**src/rtl/switch_box_param.sv**
```systemverilog
// Parametrised routing switch box: four sides of NUM_TRACKS tracks plus the PE output are
// routed onto every output track by a 3-bit select per output. Routing selects are held in
// a double-buffered config store: writes land in a shadow set, a commit copies it atomically.
module switch_box_param #(
  parameter int unsigned NUM_TRACKS = 8,
  parameter int unsigned WIDTH      = 16,
  parameter int unsigned REG_OUT    = 1,
  parameter int unsigned CFG_ADDR_W = 4
) (
  input  logic                          clk,
  input  logic                          reset,
  input  logic [4*NUM_TRACKS*WIDTH-1:0] in_wire,
  input  logic [WIDTH-1:0]              pe_output,
  output logic [4*NUM_TRACKS*WIDTH-1:0] out_wire,
  input  logic                          config_en,
  input  logic [CFG_ADDR_W-1:0]         config_addr,
  input  logic [31:0]                   config_data,
  input  logic                          config_commit,
  output logic [31:0]                   config_rdata,
  output logic                          config_active
);

  localparam int unsigned NumFields = 4 * NUM_TRACKS;
  localparam int unsigned NumWords  = (NumFields + 9) / 10;
  localparam int unsigned BusW      = 4 * NUM_TRACKS * WIDTH;

  logic [31:0]            shadow_q [NumWords];
  logic [31:0]            shadow_d [NumWords];
  // Active set keeps only the select fields; reserved bits never affect routing.
  logic [3*NumFields-1:0] active_q, active_d;
  logic                   cfg_active_q, cfg_active_d;
  logic [BusW-1:0]        out_d;

  // Shadow write; out-of-range addresses never match a word and are dropped.
  always_comb begin
    for (int unsigned w = 0; w < NumWords; w++) begin
      shadow_d[w] = shadow_q[w];
      if (config_en && (32'(config_addr) == w)) shadow_d[w] = config_data;
    end
  end

  // Commit copies the pre-write shadow, so a same-edge write waits for the next commit.
  always_comb begin
    active_d     = active_q;
    cfg_active_d = cfg_active_q;
    if (config_commit) begin
      cfg_active_d = 1'b1;
      for (int unsigned i = 0; i < NumFields; i++) begin
        active_d[3*i +: 3] = shadow_q[i/10][3*(i%10) +: 3];
      end
    end
  end

  // Config state; reset wins over write and commit.
  always_ff @(posedge clk) begin
    if (reset) begin
      shadow_q     <= '{default: '0};
      active_q     <= '0;
      cfg_active_q <= 1'b0;
    end else begin
      shadow_q     <= shadow_d;
      active_q     <= active_d;
      cfg_active_q <= cfg_active_d;
    end
  end

  // Readback of the shadow word; out-of-range addresses read as zero.
  always_comb begin
    config_rdata = '0;
    for (int unsigned w = 0; w < NumWords; w++) begin
      if (32'(config_addr) == w) config_rdata = shadow_q[w];
    end
  end

  assign config_active = cfg_active_q;

  // Per-output mux; select k in 1..3 takes side (s+k)%4, so a side never feeds itself.
  always_comb begin
    logic [2:0] sel;
    sel   = '0;
    out_d = '0;
    for (int unsigned s = 0; s < 4; s++) begin
      for (int unsigned t = 0; t < NUM_TRACKS; t++) begin
        sel = active_q[3*(s*NUM_TRACKS+t) +: 3];
        case (sel)
          3'd1: out_d[(s*NUM_TRACKS+t)*WIDTH +: WIDTH] =
                  in_wire[(((s+1)%4)*NUM_TRACKS+t)*WIDTH +: WIDTH];
          3'd2: out_d[(s*NUM_TRACKS+t)*WIDTH +: WIDTH] =
                  in_wire[(((s+2)%4)*NUM_TRACKS+t)*WIDTH +: WIDTH];
          3'd3: out_d[(s*NUM_TRACKS+t)*WIDTH +: WIDTH] =
                  in_wire[(((s+3)%4)*NUM_TRACKS+t)*WIDTH +: WIDTH];
          3'd4: out_d[(s*NUM_TRACKS+t)*WIDTH +: WIDTH] = pe_output;
          default: out_d[(s*NUM_TRACKS+t)*WIDTH +: WIDTH] = '0;
        endcase
      end
    end
  end

  if (REG_OUT != 0) begin : g_reg_out
    logic [BusW-1:0] out_q;
    // Output retiming register.
    always_ff @(posedge clk) begin
      if (reset) out_q <= '0;
      else       out_q <= out_d;
    end
    assign out_wire = out_q;
  end else begin : g_comb_out
    assign out_wire = out_d;
  end

endmodule

```
**config.mk**
```make
export PLATFORM = sky130hd
export DESIGN_NAME = switch_box_param
export DESIGN_NICKNAME = d
export VERILOG_FILES = /design/src/rtl/switch_box_param.sv
export SDC_FILE = /design/constraint.sdc
export NUM_CORES = 1
export LEC_CHECK = 0
export BUFFER_PORTS_ARGS = -buffer_cell sky130_fd_sc_hd__buf_2
export CORE_AREA = 2 2 435 437
export CTS_BUF_LIST = sky130_fd_sc_hd__clkbuf_8
export DETAILED_ROUTE_END_ITERATION = 8
export DIE_AREA = 0 0 437 439
export GPL_TIMING_DRIVEN = 0
export PLACE_DENSITY = 0.32
export SLEW_MARGIN = 25
export SYNTH_ARGS = -nofsm -noshare
export SYNTH_HDL_FRONTEND = slang
export SYNTH_SLANG_ARGS = --single-unit
```
**constraint.sdc**
```tcl
create_clock -name clk -period 1.5 [get_ports clk]
set_input_delay 0 -clock clk [delete_from_list [all_inputs] [get_ports clk]]
set_output_delay 0 -clock clk [all_outputs]
set_load 0.05 [all_outputs]
```
=== Word level (Yosys, flattened, before mapping) ===
Cells that the tools add are included.

* Output and inout bits: 545
* Bits in registers: 737
* Logic and storage cells: 179

* Equal/unequal tests: 131
* Reductions and logical operators: 5
* Mux-type cells: 36

{| class="wikitable"
|+ Operators with widths
! operator !! count
|-
| $pmux W16 S4 || 32
|-
| $eq A3 B2 Y1 const B || 64
|-
| $mux W32 || 4
|-
| $eq A3 B1 Y1 const B || 32
|-
| $eq A3 B3 Y1 const B || 32
|-
| $eq A4 B2 Y1 const B || 2
|-
| $eq A4 B1 Y1 const B || 1
|-
| $logic_and A1 B1 Y1 || 4
|-
| $logic_not A4 Y1 || 1
|}

=== Longest topological paths before layout ===
* Depth in word-level cells: 5
* Mapped depth: 5
* Mapped depth without buffers: 3

=== Least setup slack after synthesis ===
OpenSTA, ideal clock, no wires.

* Path type: reg-to-reg
* From: register active_q[5]
* To: register g_reg_out.out_q[25], in the netlist out_wire[25]
* Data required time: 1.378 ns
* Arrival time: 1.238 ns
* Cell stages (with the launch flop): 6
* Path slack: 0.140 ns
* Setup time: 0.122 ns
* Clock period less this slack: 1.360 ns
* Cells stage by stage: dfxtp_1 clkbuf_1 clkbuf_1 and2b_1 a32oi_1 a21oi_1

* Word-level cells in the longest chain between the ends: 2
* Elaborated cells on any way between the ends: 5
* Those cells by class: eq/ne: 4; mux: 1

{| class="wikitable"
|+ Ends and longest elaborated chain
! element !! RTL line !! text
|-
| start: declaration || 30 || <nowiki>logic [3*NumFields-1:0] active_q, active_d;</nowiki>
|-
| start signal: assignment || 62 || <nowiki>active_q <= active_d;</nowiki>
|-
| $eq A3 B3 Y1 (tied with other cells) || 85 || <nowiki>case (sel)</nowiki>
|-
| $pmux W16 S4 (*) || 85 ||
|-
| end signal: assignment || 104 || <nowiki>else out_q <= out_d;</nowiki>
|-
| end: declaration || 100 || <nowiki>logic [BusW-1:0] out_q;</nowiki>
|}

Every way passes the cells marked *; elsewhere a longest branch is shown, timed or not.
A chain may end at the register's enable or synchronous reset.

=== Final worst setup path ===
* From: input port config_addr[2]
* To: register shadow_q[88] (netlist bit)

* Word-level cells in the longest chain between the ends: 2

{| class="wikitable"
|+ Ends and longest elaborated chain
! element !! RTL line !! text
|-
| start: declaration || 16 || <nowiki>input logic [CFG_ADDR_W-1:0] config_addr,</nowiki>
|-
| $eq A4 B1 Y1 || 38 || <nowiki>if (config_en && (32'(config_addr) == w)) shadow_d[w] = config_data;</nowiki>
|-
| $logic_and A1 B1 Y1 || 38 ||
|-
| end signal: assignment || 61 || <nowiki>shadow_q <= shadow_d;</nowiki>
|-
| end: declaration || 27 || <nowiki>logic [31:0] shadow_q [NumWords];</nowiki>
|}

No other way between the ends.

==> metrics.md <==
| Metric | Value |
|---|---|
| Flops & latches, synth | `roughly 740` |
| Drt drc | `0` |
| Initial Util | `between 10% and 20%` |
| CTS sink cnt | `between 700 and 800` |
| Worst Max-Slew Pin Slew | `between 1 and 1.5 ns` |
| Via count | `approximately 44,000` |
| Register area share after synthesis | `between 40 and 50%` |
| Failing checks | `negative setup slack` |
| Routed Antenna Nets | `0` |
| Area Overhead vs Synth | `96.89%` |
| Post-Syn Instances | `roughly 3,400` |
| PD cells | `716.9 nW/um2` |
| Die width | `437 um` |
| Syn Std Cell Area | `between 30,000 and 40,000 um2` |
| P_sw | `approximately 14 mW` |
| Die area | `191,800 um2` |
| Detailed Place HPWL | `between 200 and 250 mm` |
| CP arrival | `just under 3 ns` |
| Status | `finished with violations` |
| Initial antenna violation count | `72` |
| Site Rows | `between 150 and 200` |
| CP top delay family | `buffers and inverters` |
| Routability-driven placement congestion ratio | `about 0.92` |
| Iter 0 DRT Violations | `approximately 4,700` |
| CP Class | `input port to register` |
| Critical path's slowest cell | `dlygate4sd3_1` |
| Vias in the first global route | `44,230` |
| DR pass1 iterations | `8` |
| Pint | `~34 mW` |
| WL per Instance | `32.90 um` |
| Required time worst endpoint | `roughly 2.2 ns` |
| Synth Area per Inst | `10.11 um2` |
| Sw Ratio | `approximately 29%` |
| Peak supply drop | `0.0007240 V` |
| Total GRT Usage | `between 20% and 30%` |
| Max Fclk | `between 0.4 and 0.5 GHz` |
| Inst Count DP | `roughly 7,000` |
| RSZ-0062 raised after global routing | `yes` |
| I/O Pins | `roughly 1,100` |
| Buffers on Ports | `1,108` |
| DR vias/cell | `5.077` |
| Synth cell types | `30` |
| Tcrit/Tclk final | `144.9%` |
| Max Cap Viol | `0` |
| Final setup fails | `51` |
| Most frequent cells in the layout | `1,095 x dlygate4sd3_1, 982 x a22oi_1, 609 x buf_2` |
| TritonCTS clock tree | `built` |
| Pins Over Slew Limit | `0` |
| First-pass GRT wire length | `379.0 mm` |
| Non-filler cells, final | `about 8,600` |
| Clk root buf | `clkbuf_8` |
| Crit. End Element | `register` |
| Final WL | `approximately 280 mm` |
| Seq. cell area | `15,830 um2` |
| Clock Pin Slew Worst Setup and Hold Paths | `about 0.06 ns` |
| Comb power frac | `roughly 14%` |
| Crit Path Max Fanout | `9` |
| Post-route minimum period | `~2.2 ns` |
| Multi-input gate area | `approximately 18,000 um2` |
| Yosys warnings | `0` |
| CTS max path bufs | `3` |
| Core area | `187,000 um2` |
| Worst-path cell chain | `buf_2, nor2_2, dlygate4sd3_1, nand4b_2, buf_2, dlygate4sd3_1, mux2i_1` |
| Net Count, Synth | `3,935` |
| Hold Crit Class | `input port to register` |
| Die H | `around 440 um` |
| Crit-path max cell delay | `around 0.85 ns` |
| Count of buffer and inverter cells on the critical path | `4` |
| Share of cells above drive strength 1 | `a little under half` |
| CP startpoint kind | `input port` |
| Worst hold slack | `roughly 0.052 ns` |
| Clk_skew | `0.05144 ns` |
| Slew headroom | `30.73%` |
| CTS Buf Count | `between 100 and 150` |
| Pin count of the biggest net entering global routing | `17` |
| H-tree levels | `4` |
| Leakage power | `between 20 and 30 nW` |
| Commonest non-fill, non-tap cell in the layout | `dlygate4sd3_1` |
| Fill cells | `approximately 19,000` |
| Worst setup margin | `-0.6739 ns` |
| Clk Latency, worst-skew pair | `approximately 0.93 ns` |
| Flop pwr share | `40.7%` |
| Overflow after GRT | `0` |
| Final nets | `6,567` |
| Clock share of power | `between 40% and 50%` |
| Final Hold Fails | `0` |
## stage by stage
| step | TNS [ns] | power (mW) | util (%) | setup WS [ns] | area [um2] |
|---|---|---|---|---|---|
| after floorplan | 0 | 21.11 | - | 0.1402 | 34030 |
| after global placement | -633.08 | 23.93 | 22.83 | -1.476 | 42700 |
| after detailed placement | -235.51 | 24.14 | 23.22 | -0.8805 | 43420 |
| after CTS | -48.24 | 48.38 | 35.28 | -0.7695 | 65970 |
| after global routing | -29.50 | 49.49 | 35.81 | -0.7469 | 66970 |
| final | -24.69 | 48.04 | 35.83 | -0.6739 | 67010 |
## final cells by class
cell class / instances / area share (%)
Sequential cell: 737 / 23.63
Inverter: 2 / 0.01681
Antenna cell: 48 / 0.1793
Clock buffer: 180 / 3.697
Multi-Input combinational cell: 2311 / 27.52
Tap cell: 2495 / 4.659
Clock inverter: 75 / 0.6871
Timing Repair Buffer: 2516 / 36.41
Buffer: 283 / 3.204
## synthesized netlist by cell type (all sizes together)
cell type	count	area, um2
a21oi	512	2600
a22oi	992	7497
a32oi	32	280.3
and2	32	200.2
and2b	8	60.06
and3b	32	280.3
and4bb	1	12.51
buf	212	1405
clkbuf	105	397.9
dfxtp	737	14750
inv	2	7.510
mux2i	224	2242
mux4	32	720.7
nand2b	160	1001
nand4	1	12.51
nand4b	2	30.03
nor2	99	374.1
nor2b	28	175.2
nor3b	92	1351
o21ba	32	320.3
o21bai	32	311.6
## cell families (layout without fill, tap and decap cells)
group | count (synthesis) | after routing | share of synthesized area, %
mux | 256 | 256 | 8.706
flops | 737 | 737 | 43.35
compound gates | 1600 | 1600 | 32.35
buf+inv | 319 | 3056 | 5.320
other cells | 0 | 48 | 0
simple gates | 455 | 455 | 10.28
## worst reg2reg max path, stage by stage, from the launching register on
cell and delay [ns]:
dfxtp_1 0.41, nor3b_4 0.32, buf_12 0.15, o21bai_4 0.09, buf_4 0.20, a21oi_2 0.27
## power groups by stage
stage | clock (mW) | sequential [mW] | combinational (mW)
after floorplan | 0 | 20.1 | 0.986
after global placement | 0 | 20.2 | 3.77
after detailed placement | 0 | 20.2 | 3.98
after CTS | 22.1 | 19.6 | 6.68
after global routing | 23.0 | 19.5 | 6.99
final | 21.6 | 19.5 | 6.89
## layer usage
| metal | wire length (um) | vias to the layer above | share of wire [%] | global-route usage [%] |
|---|---|---|---|---|
| met3 | 23990 | 794 | 8.4 | 7.450 |
| met1 | 112300 | 21850 | 39 | 34.23 |
| met5 | 128 | - | 0.045 | 0 |
| met4 | 20300 | 20 | 7.1 | 17.25 |
| met2 | 127700 | 2774 | 45 | 44.60 |
| li1 | - | 18460 | - | - |
## sequential cells by signal, indices dropped and copies added (netlist names)
name,cells
active_q,96
config_active,1
out_wire,512
shadow_q,128
## final timing paths
check	end	from	slack (ns)	cells past startpoint
min reg2reg	shadow_q[10]$_SDFFE_PP0P_	shadow_q[10]$_SDFFE_PP0P_	0.48	2
max	shadow_q[88]$_SDFFE_PP0P_	config_addr[2]	-0.67	7
min	out_wire[443]$_SDFF_PP0_	in_wire[187]	0.05	4
max reg2reg	out_wire[26]$_SDFF_PP0_	active_q[5]$_SDFFE_PP0P_	-0.03	5
## what timing repair did
action,CTS,global route
gates cloned,1,1
pin swaps,19,37
setup buffers,214,66
hold buffers,1095,0
endpoints found under the hold margin,707,0
gates resized for setup,2475,144
setup endpoints to repair,1039,421
Note: power is estimated with default switching activity, not from simulation.
